`config.mk`:
```
export PLATFORM = sky130hd
export DESIGN_NAME = debounce_scan_ctrl_flat
export DESIGN_NICKNAME = d
export VERILOG_FILES = /design/src/rtl/debounce_scan_ctrl_pkg.sv /design/src/rtl/debounce_scan_ctrl_if.sv /design/src/rtl/debounce_scan_ctrl_tick_prescaler.sv /design/src/rtl/debounce_scan_ctrl.sv /design/src/flat_wrapper.sv
export SDC_FILE = /design/constraint.sdc
export NUM_CORES = 1
export LEC_CHECK = 0
export CAP_MARGIN = 30
export CORE_MARGIN = 2
export CORE_UTILIZATION = 35
export DETAILED_ROUTE_END_ITERATION = 10
export GPL_ROUTABILITY_DRIVEN = 0
export HOLD_SLACK_MARGIN = 0.1
export SYNTH_ARGS = -nofsm -noshare
export SYNTH_HDL_FRONTEND = slang
export SYNTH_SLANG_ARGS = --single-unit
```
`constraint.sdc`:
```
create_clock -name clk -period 4 [get_ports clk]
set_clock_uncertainty 0.15 [all_clocks]
set_input_delay 0.6 -clock clk [delete_from_list [all_inputs] [get_ports clk]]
set_output_delay 0.6 -clock clk [all_outputs]
set_load 0.01 [all_outputs]
```
`src/rtl/debounce_scan_ctrl_pkg.sv`:
```
// -----------------------------------------------------------------------------
// debounce_scan_ctrl_pkg
//   Shared definitions for the time-shared button debounce scheduler:
//   default channel count / threshold / tick divider, shared with the
//   single-channel debouncer, plus the width helper used to size counters.
//   Also holds the classification of a single channel visit, which is the
//   decision the shared update unit makes on every scheduler tick.
// -----------------------------------------------------------------------------
package debounce_scan_ctrl_pkg;

    // Defaults shared with the single-channel debounce block.
    localparam int DEF_N_CH     = 4;
    localparam int DEF_THRESH   = 3;
    localparam int DEF_TICK_DIV = 1;

    // clog2 with a floor of 1 bit, so a counter or index that only ever
    // holds 0 still gets a legal one-bit vector.
    function automatic int clog2_min1(input int value);
        int w;
        w = $clog2(value);
        return (w < 1) ? 1 : w;
    endfunction

    // Outcome of visiting one channel:
    //   VISIT_MATCH : synchronized input equals the debounced level
    //   VISIT_COUNT : input differs, threshold not yet reached
    //   VISIT_FLIP  : input differs for the THRESH-th consecutive visit
    typedef enum logic [1:0] {
        VISIT_MATCH = 2'd0,
        VISIT_COUNT = 2'd1,
        VISIT_FLIP  = 2'd2
    } visit_e;

endpackage : debounce_scan_ctrl_pkg

```
`src/rtl/debounce_scan_ctrl_if.sv`:
```
// -----------------------------------------------------------------------------
// debounce_scan_ctrl_if
//   Bundle between the board buttons / user logic and the debounce scheduler.
//   Signals:
//     en     scan enable (low freezes the scheduler)
//     btn    raw asynchronous button inputs, one bit per channel
//     level  debounced stable level per channel
//     rise   one-clock pulse when a channel settles 0->1
//     fall   one-clock pulse when a channel settles 1->0
//     ch_sel channel visited on the current scheduler tick
//   Modports:
//     master : user side, drives en/btn and observes the results
//     slave  : the scheduler itself
// -----------------------------------------------------------------------------
interface debounce_scan_ctrl_if
    import debounce_scan_ctrl_pkg::*;
#(
    parameter int N_CH = DEF_N_CH
);

    localparam int PW = clog2_min1(N_CH);

    logic            en;
    logic [N_CH-1:0] btn;
    logic [N_CH-1:0] level;
    logic [N_CH-1:0] rise;
    logic [N_CH-1:0] fall;
    logic [PW-1:0]   ch_sel;

    modport master (
        output en,
        output btn,
        input  level,
        input  rise,
        input  fall,
        input  ch_sel
    );

    modport slave (
        input  en,
        input  btn,
        output level,
        output rise,
        output fall,
        output ch_sel
    );

endinterface : debounce_scan_ctrl_if

```
`src/rtl/debounce_scan_ctrl_tick_prescaler.sv`:
```
// -----------------------------------------------------------------------------
// tick_prescaler
//   Divides clk down to the scheduler tick rate. The counter runs
//   0..TICK_DIV-1 while en is high and holds its value while en is low, so
//   re-enabling resumes exactly where the scan was frozen.
//   Ports:
//     clk  in   system clock
//     rst  in   asynchronous active-high reset
//     en   in   count enable
//     tick out  high for the clk cycle in which the scheduler advances
// -----------------------------------------------------------------------------
module tick_prescaler
    import debounce_scan_ctrl_pkg::*;
#(
    parameter int TICK_DIV = DEF_TICK_DIV
) (
    input  logic clk,
    input  logic rst,
    input  logic en,
    output logic tick
);

    localparam int            DW   = clog2_min1(TICK_DIV);
    localparam logic [DW-1:0] LAST = DW'(TICK_DIV - 1);

    logic [DW-1:0] div_q;

    // With TICK_DIV = 1 the counter sits at 0 == LAST, so tick follows en.
    assign tick = en && (div_q == LAST);

    // NOTE: sequential state uses non-blocking assignments so every flop
    // samples the pre-edge values, independent of block evaluation order.
    always_ff @(posedge clk or posedge rst) begin
        if (rst) begin
            div_q <= '0;
        end else if (en) begin
            div_q <= (div_q == LAST) ? '0 : div_q + 1'b1;
        end
    end

endmodule : tick_prescaler

```
`src/rtl/debounce_scan_ctrl.sv`:
```
// -----------------------------------------------------------------------------
// debounce_scan_ctrl
//   Time-shared debouncer for N_CH push-buttons. A single compare/increment
//   unit visits the channels round-robin, one per scheduler tick, and keeps a
//   per-channel run-length count in a small register array. A channel flips
//   its debounced level after THRESH consecutive visits that disagree with it;
//   any agreeing visit clears the count, so glitches shorter than THRESH
//   visits never produce an event.
//   Parameters:
//     N_CH     number of button channels (>= 1)
//     THRESH   consecutive differing visits needed to flip a channel (>= 1)
//     TICK_DIV clk cycles per scheduler tick (>= 1)
//   Ports:
//     clk  in   system clock, rising edge
//     rst  in   asynchronous active-high reset
//     bus  slave modport: en, btn in; level, rise, fall, ch_sel out
// -----------------------------------------------------------------------------
module debounce_scan_ctrl
    import debounce_scan_ctrl_pkg::*;
#(
    parameter int N_CH     = DEF_N_CH,
    parameter int THRESH   = DEF_THRESH,
    parameter int TICK_DIV = DEF_TICK_DIV
) (
    input  logic                 clk,
    input  logic                 rst,
    debounce_scan_ctrl_if.slave  bus
);

    localparam int            PW      = clog2_min1(N_CH);
    localparam int            CW      = clog2_min1(THRESH);
    localparam logic [PW-1:0] LAST_CH = PW'(N_CH - 1);
    localparam logic [CW-1:0] CNT_MAX = CW'(THRESH - 1);

    // ------------------------------------------------------------------
    // Two-flop synchronizer per channel; only sync_q2 is used downstream.
    // ------------------------------------------------------------------
    logic [N_CH-1:0] sync_q1;
    logic [N_CH-1:0] sync_q2;

    always_ff @(posedge clk or posedge rst) begin
        if (rst) begin
            sync_q1 <= '0;
            sync_q2 <= '0;
        end else begin
            sync_q1 <= bus.btn;
            sync_q2 <= sync_q1;
        end
    end

    // ------------------------------------------------------------------
    // Scheduler tick. The synchronizers above keep running while en is
    // low; only the prescaler and the scan state freeze.
    // ------------------------------------------------------------------
    logic tick;

    tick_prescaler #(
        .TICK_DIV (TICK_DIV)
    ) u_tick_prescaler (
        .clk  (clk),
        .rst  (rst),
        .en   (bus.en),
        .tick (tick)
    );

    // ------------------------------------------------------------------
    // Scan state
    // ------------------------------------------------------------------
    logic [PW-1:0]   ptr;
    logic [CW-1:0]   cnt [N_CH];
    logic [N_CH-1:0] level_q;
    logic [N_CH-1:0] rise_q;
    logic [N_CH-1:0] fall_q;

    // ------------------------------------------------------------------
    // Shared update unit: select the visited channel and classify it.
    // ------------------------------------------------------------------
    logic          s_cur;
    logic          level_cur;
    logic [CW-1:0] cnt_cur;
    visit_e        visit;

    // NOTE: every signal driven here gets a value on every path (the
    // if/else chain is complete), so no latches are inferred.
    always_comb begin
        s_cur     = sync_q2[ptr];
        level_cur = level_q[ptr];
        cnt_cur   = cnt[ptr];
        if (s_cur == level_cur) begin
            visit = VISIT_MATCH;
        end else if (cnt_cur == CNT_MAX) begin
            visit = VISIT_FLIP;
        end else begin
            visit = VISIT_COUNT;
        end
    end

    // NOTE: the count array is small and lives in flops, so it is cleared
    // by reset; this is what discards a pending count on reset.
    always_ff @(posedge clk or posedge rst) begin
        if (rst) begin
            ptr     <= '0;
            level_q <= '0;
            rise_q  <= '0;
            fall_q  <= '0;
            for (int i = 0; i < N_CH; i++) begin
                cnt[i] <= '0;
            end
        end else begin
            // Pulses last exactly one clk; the flip below overrides one bit.
            rise_q <= '0;
            fall_q <= '0;
            if (tick) begin
                unique case (visit)
                    VISIT_MATCH: begin
                        cnt[ptr] <= '0;
                    end
                    VISIT_COUNT: begin
                        cnt[ptr] <= cnt_cur + 1'b1;
                    end
                    VISIT_FLIP: begin
                        cnt[ptr]     <= '0;
                        level_q[ptr] <= s_cur;
                        rise_q[ptr]  <= s_cur;
                        fall_q[ptr]  <= ~s_cur;
                    end
                    default: begin
                        cnt[ptr] <= '0;
                    end
                endcase
                ptr <= (ptr == LAST_CH) ? '0 : ptr + 1'b1;
            end
        end
    end

    // ------------------------------------------------------------------
    // Outputs (all registered)
    // ------------------------------------------------------------------
    assign bus.level  = level_q;
    assign bus.rise   = rise_q;
    assign bus.fall   = fall_q;
    assign bus.ch_sel = ptr;

endmodule : debounce_scan_ctrl
```
`src/flat_wrapper.sv`:
```
// flat-port wrapper written by rule: the top's interface ports become plain ports
module debounce_scan_ctrl_flat import debounce_scan_ctrl_pkg::*;
#(
    parameter int N_CH     = DEF_N_CH,
    parameter int THRESH   = DEF_THRESH,
    parameter int TICK_DIV = DEF_TICK_DIV
)
  (clk, rst, bus_en, bus_btn, bus_level, bus_rise, bus_fall, bus_ch_sel);
  debounce_scan_ctrl_if #(.N_CH(N_CH)) bus_i ();
  input  logic clk;
  input  logic rst;
  input wire logic [$bits(bus_i.en)-1:0] bus_en;
  input wire logic [$bits(bus_i.btn)-1:0] bus_btn;
  output wire logic [$bits(bus_i.level)-1:0] bus_level;
  output wire logic [$bits(bus_i.rise)-1:0] bus_rise;
  output wire logic [$bits(bus_i.fall)-1:0] bus_fall;
  output wire logic [$bits(bus_i.ch_sel)-1:0] bus_ch_sel;
  assign bus_i.en = bus_en;
  assign bus_i.btn = bus_btn;
  assign bus_level = bus_i.level;
  assign bus_rise = bus_i.rise;
  assign bus_fall = bus_i.fall;
  assign bus_ch_sel = bus_i.ch_sel;
  debounce_scan_ctrl #(.N_CH(N_CH), .THRESH(THRESH), .TICK_DIV(TICK_DIV)) u_core (.clk(clk), .rst(rst), .bus(bus_i));
endmodule
```
== Word level (Yosys, flattened, before mapping) ==
Cells that the tools add are included.

* $add $sub $neg: 3
* Magnitude comparators: 4
* Eq/ne operators: 5
* Multiplexer cells: 22
* Bitwise gates (word level): 7
* Reduce and logical (&&, ||, !) cells: 4

{| class="wikitable"
|+ Operators with widths
! operator !! number
|-
| two-way mux 4 bit || 4
|-
| two-way mux 2 bit || 6
|-
| AND 4 bit || 2
|-
| AND 8 bit || 1
|-
| bitwise mux 8 bit || 1
|-
| two-way mux 8 bit || 1
|-
| NOT 8 bit || 1
|-
| equality test 2 bit (second input constant) || 3
|-
| adder 2 x 1 -> 2 bit (second input constant) || 2
|-
| binary-select mux 1 bit (select 2 bit) || 2
|-
| binary-select mux 2 bit (select 2 bit) || 1
|-
| bitwise mux 4 bit || 1
|-
| demux 2 bit (select 2 bit) || 1
|-
| two-way mux 1 bit || 4
|-
| >= comparator 3 bit (second input constant) || 1
|-
| logical AND 1 bit || 3
|-
| < comparator 2 x 3 -> 1 bit (second input constant) || 1
|-
| < comparator 3 x 1 -> 1 bit (second input constant) || 1
|-
| NOT 2 -> 3 bit || 1
|-
| demux 1 bit (select 2 bit) || 1
|-
| equality test 2 x 1 -> 1 bit (second input constant) || 1
|-
| >= comparator 2 x 1 -> 1 bit (second input constant) || 1
|-
| NOT 1 bit || 2
|-
| AND reduction 2 bit || 1
|-
| other kinds (2) || 2
|}

* Flip-flop bits (word level): 31
* Input port bits: 7
* Output and inout port bits: 14
* Logic and storage cells: 56

== Longest topological paths before layout ==
* Depth after elaboration: 10
* Mapped depth: 8
* Mapped depth without buffers: 6

== Cells and area by module ==
Synthesis repeated with hierarchy kept, for this count alone.

* Cell total of the unflattened synthesis: 102
* Area, all modules: 1307.5 um^2

{| class="wikitable"
|+ By module, submodules not included
! module !! instances !! cells an instance !! area each (um^2) !! sequential area each (um^2)
|-
| debounce_scan_ctrl || 1 || 101 || 1300.0 || 750.7
|-
| tick_prescaler || 1 || 1 || 7.5 || 0.0
|}

== Worst setup path after synthesis ==
Ideal clock, no wire load.

* Path type: reg2reg
* Start: register u_core.ptr[0], in the netlist u_core.bus.ch_sel[0]
* End: register u_core.level_q[2], in the netlist u_core.bus.level[2]
* Data arrival time: 2.267 ns
* Required time: 3.773 ns
* Path slack: 1.506 ns
* Cell stages (with the launch flop): 9
* Clock period less this slack: 2.494 ns
* Cell sequence: dfrtp_1 -> buf_4 -> mux4_2 -> inv_1 -> ha_1 -> clkbuf_1 -> clkbuf_1 -> a41oi_1 -> o21ai_1

* Longest elaborated chain between the ends: 9

{| class="wikitable"
|+ Ends and longest elaborated chain
! what !! RTL line !! source
|-
| start: declaration || debounce_scan_ctrl.sv:69 || <nowiki>logic [PW-1:0] ptr;</nowiki>
|-
| start signal: assignment || debounce_scan_ctrl.sv:131 || <nowiki>ptr <= (ptr == LAST_CH) ? '0 : ptr + 1'b1;</nowiki>
|-
| NOT 2 -> 3 bit (implied by the code) || debounce_scan_ctrl.sv:88 || <nowiki>cnt_cur = cnt[ptr];</nowiki>
|-
| binary-select mux 2 bit (select 2 bit) || debounce_scan_ctrl.sv:88 ||
|-
| two-way mux 2 bit (implied by the code) (2 in series) || debounce_scan_ctrl.sv:88 ||
|-
| equality test 2 bit || debounce_scan_ctrl.sv:91 || <nowiki>end else if (cnt_cur == CNT_MAX) begin</nowiki>
|-
| two-way mux 2 bit || debounce_scan_ctrl.sv:91 ||
|-
| two-way mux 2 bit || debounce_scan_ctrl.sv:89 || <nowiki>if (s_cur == level_cur) begin</nowiki>
|-
| equality test 2 bit || debounce_scan_ctrl.sv:114 || <nowiki>unique case (visit)</nowiki>
|-
| AND reduction 2 bit (no line) || -- ||
|-
| end signal: indexed assignment || debounce_scan_ctrl.sv:123 || <nowiki>level_q[ptr] <= s_cur;</nowiki>
|-
| end: declaration || debounce_scan_ctrl.sv:71 || <nowiki>logic [N_CH-1:0] level_q;</nowiki>
|}

Parallel ways exist; a longest one is shown, timed or not. The select of a mux whose other input is x is not followed.
A chain may end at the register's enable or synchronous reset.

== Worst setup path after layout ==
* Start: register u_core.ptr[0], in the netlist u_core.bus.ch_sel[0]
* End: register u_core.level_q[3], in the netlist u_core.bus.level[3]

Same word-level chain as after synthesis.

==> reports/qor.yml <==
worstMarginPinSlew_ns: 0.680
dieArea_um2: 4220
final_util: 0.456
cp_slowest_stage_delay_ns: 0.64
grt-ovfl-total: 0
intPower_mw: 0.704
nFillCells: 315
rsz0062_at_grt: "no"
switching_share: 0.381
cts_buffers: 5
wl_per_cell_um: 13.7
synth_common_cells: "dfrtp_1 (30), nand2_1 (13), nor2_1 (8)"
power_density_nw_per_um2: 692
p_sw_mw: 0.433
cts_buffer_depth: 2
relSlewSlack: 0.547
clkSinkCount: 30
netlist_top_cells_area: "dfrtp_1 (58%), o41ai_2 (8.7%), mux4_2 (6.9%), ha_1 (4.8%), nand2_1 (3.8%)"
finalHoldViolations: 0
async_flop_share: 1.00
required_ns: 4.02
synth_top_area_share: 0.577
grt_max_degree: 17
grt_first_pass_wirelength_mm: 4.00
crit_fanout: 16
die_height_um: 65.0
clock_latency_ns: 0.29
crit_chain: "mux4_2 -> inv_1 -> ha_1 -> nand3_1 -> o21ai_0 -> o21ai_1"
viasPerCell: 4.92
core_area_um2: 3610
cp-end-kind: "flop"
ys_types: 17
antenna_found_initial: 0
slew_violations: 0
grt_util_all_layers: 0.130
multi_input_area_um2: 504
crit_slowest_cell: "mux4_2"
pin_count: 21
syn-instance-count: 101
p_total_mw: 1.14
synth-seq-cells: 30
grt_pass1_vias: 826
fin_crit_ns: 2.70
avgSynthCellArea_um2: 12.9
cts_resized: 0
start_kind: "flop"
yosysTopAreaCell: "dfrtp_1"
yosys_warnings: 0
setup_viol: 0
vias: 846
dp_hpwl_mm: 1.71
rows: 22
synth-edff-count: 0
drv_cap: 0
antenna_cells: 0
route.detailed.drc: 0
initial_core_util: 0.361
synth_most_common_cell: "dfrtp_1"
critical_path_class: "flop to flop"
hold_path_class: "flop to flop"
seqCellArea_um2: 751
clk_pin_slew_ns: 0.07
cts_max_level: 2
area_growth_pct: 26.3
synthFlopType: "dfrtp_1"
p_leak_nw: 0.704
portBuffers: 20
cts_tree: "yes"
tns_ns: 0
detail_route.wirelength_mm: 2.36
post-cts-setup-buffers: 0
seqPwrFrac: 0.372
cts_hold_buffers: 0
finalNetCount: 135
cp_data_arrival_time_ns: 2.72
synth_seq_area_share: 0.577
firstDrtPassIters: 4
status: "complete, no violations"
vdd_ir_drop_max_uv: 410
p_clk_frac: 0.222
drt_iter0_drc: 54
syn_nets: 113
synth_area_um2: 1300
max_freq_ghz: 0.370
combPwrFrac: 0.406
dieWidth_um: 65.0
drive_above_1_share: 0.169
antenna_left: 0
cts_root_buf: "clkbuf_8"
fin_crit_sh: 0.675
[path summary, 6_finish.rpt]
path,startpoint,endpoint,slack (ns),cells past startpoint
min reg2reg,u_core.sync_q1[0],u_core.sync_q2[0],0.20,0
min,u_core.sync_q1[0],u_core.sync_q2[0],0.20,0
max,u_core.bus.ch_sel[0],u_core.bus.level[3],1.30,6
max in group asynchronous,rst,u_core.cnt[7],2.66,3
max reg2reg,u_core.bus.ch_sel[0],u_core.bus.level[3],1.30,6
min in group asynchronous,rst,u_core.bus.ch_sel[1],0.52,2
[state kept, by name (all words and copies together) (netlist names)]
signal,count
u_core.bus.rise,4
u_core.bus.level,4
u_core.bus.ch_sel,2
u_core.cnt,8
u_core.bus.fall,4
u_core.sync_q2,4
u_core.sync_q1,4
[stage by stage]
| step | hold WS, ns | area (um^2) | setup slack, ns | instances |
|---|---|---|---|---|
| 6_report | 0.198 | 1640 | 1.30 | 172 |
| 4_1_cts | 0.201 | 1640 | 1.31 | 172 |
| 5_1_grt | 0.209 | 1640 | 1.09 | 172 |
| 2_1_floorplan | 0.181 | 1300 | 1.51 | 101 |
| 3_3_place_gp | 0.186 | 1530 | 1.36 | 163 |
| 3_5_place_dp | 0.187 | 1550 | 1.32 | 164 |
[layer usage]
| layer | track usage | up-vias | routed length (um) |
|---|---|---|---|
| met5 | 0 | - | 0 |
| met4 | 0.0691 | 0 | 53 |
| met3 | 0.0521 | 7 | 112 |
| met2 | 0.192 | 19 | 1110 |
| met1 | 0.162 | 414 | 1090 |
| li1 | - | 406 | - |
[critical path: cells and delay by family, from the launching register on]
family,cells,cell delay [ns]
fa+ha+maj,1,0.60
flops,1,0.56
compound gates,2,0.29
buf+inv,1,0.09
mux,1,0.64
simple gates,1,0.25
[area by class of cell]
| type | instances | area share |
|---|---|---|
| clock inverters | 2 | 0.00761 |
| flip-flops and latches | 30 | 0.457 |
| repair buffers | 21 | 0.131 |
| multi-input cells | 60 | 0.307 |
| clock buffers | 6 | 0.0502 |
| inverters | 5 | 0.0114 |
| well taps | 48 | 0.0365 |
[cell families after synthesis]
family,synth area share
XOR/XNOR,0.0212
AO/OA/AOI/OAI,0.160
multiplexers,0.0692
buffers and inverters,0.0356
AND/OR/NAND/NOR,0.0894
flip-flops,0.577
adder cells (fa/ha/maj),0.0481
[placed cells by master, fill, tap and decap left out]
| master | instances |
|---|---|
| clkbuf_8 | 6 |
| nand2b_1 | 2 |
| ha_1 | 5 |
| clkinvlp_4 | 1 |
| o41ai_1 | 1 |
| mux4_2 | 4 |
| dfrtp_1 | 30 |
| inv_1 | 5 |
| o21ai_1 | 6 |
| nand3_1 | 5 |
| buf_8 | 1 |
| xnor2_4 | 1 |
| nor2_1 | 8 |
| clkinv_2 | 1 |
| a41oi_1 | 4 |
| clkdlybuf4s50_1 | 20 |
| o21ai_0 | 4 |
| o41ai_2 | 7 |
| nand2_1 | 13 |
[power groups by stage]
stage / combinational (mW) / sequential (mW) / clock, mW
CTS: 0.466 / 0.424 / 0.258
floorplan: 0.346 / 0.417 / 0
global placement: 0.455 / 0.426 / 0
detailed placement: 0.464 / 0.429 / 0
global route: 0.498 / 0.433 / 0.276
finish: 0.462 / 0.423 / 0.253
No activity file was read; power rests on OpenSTA's default activity.
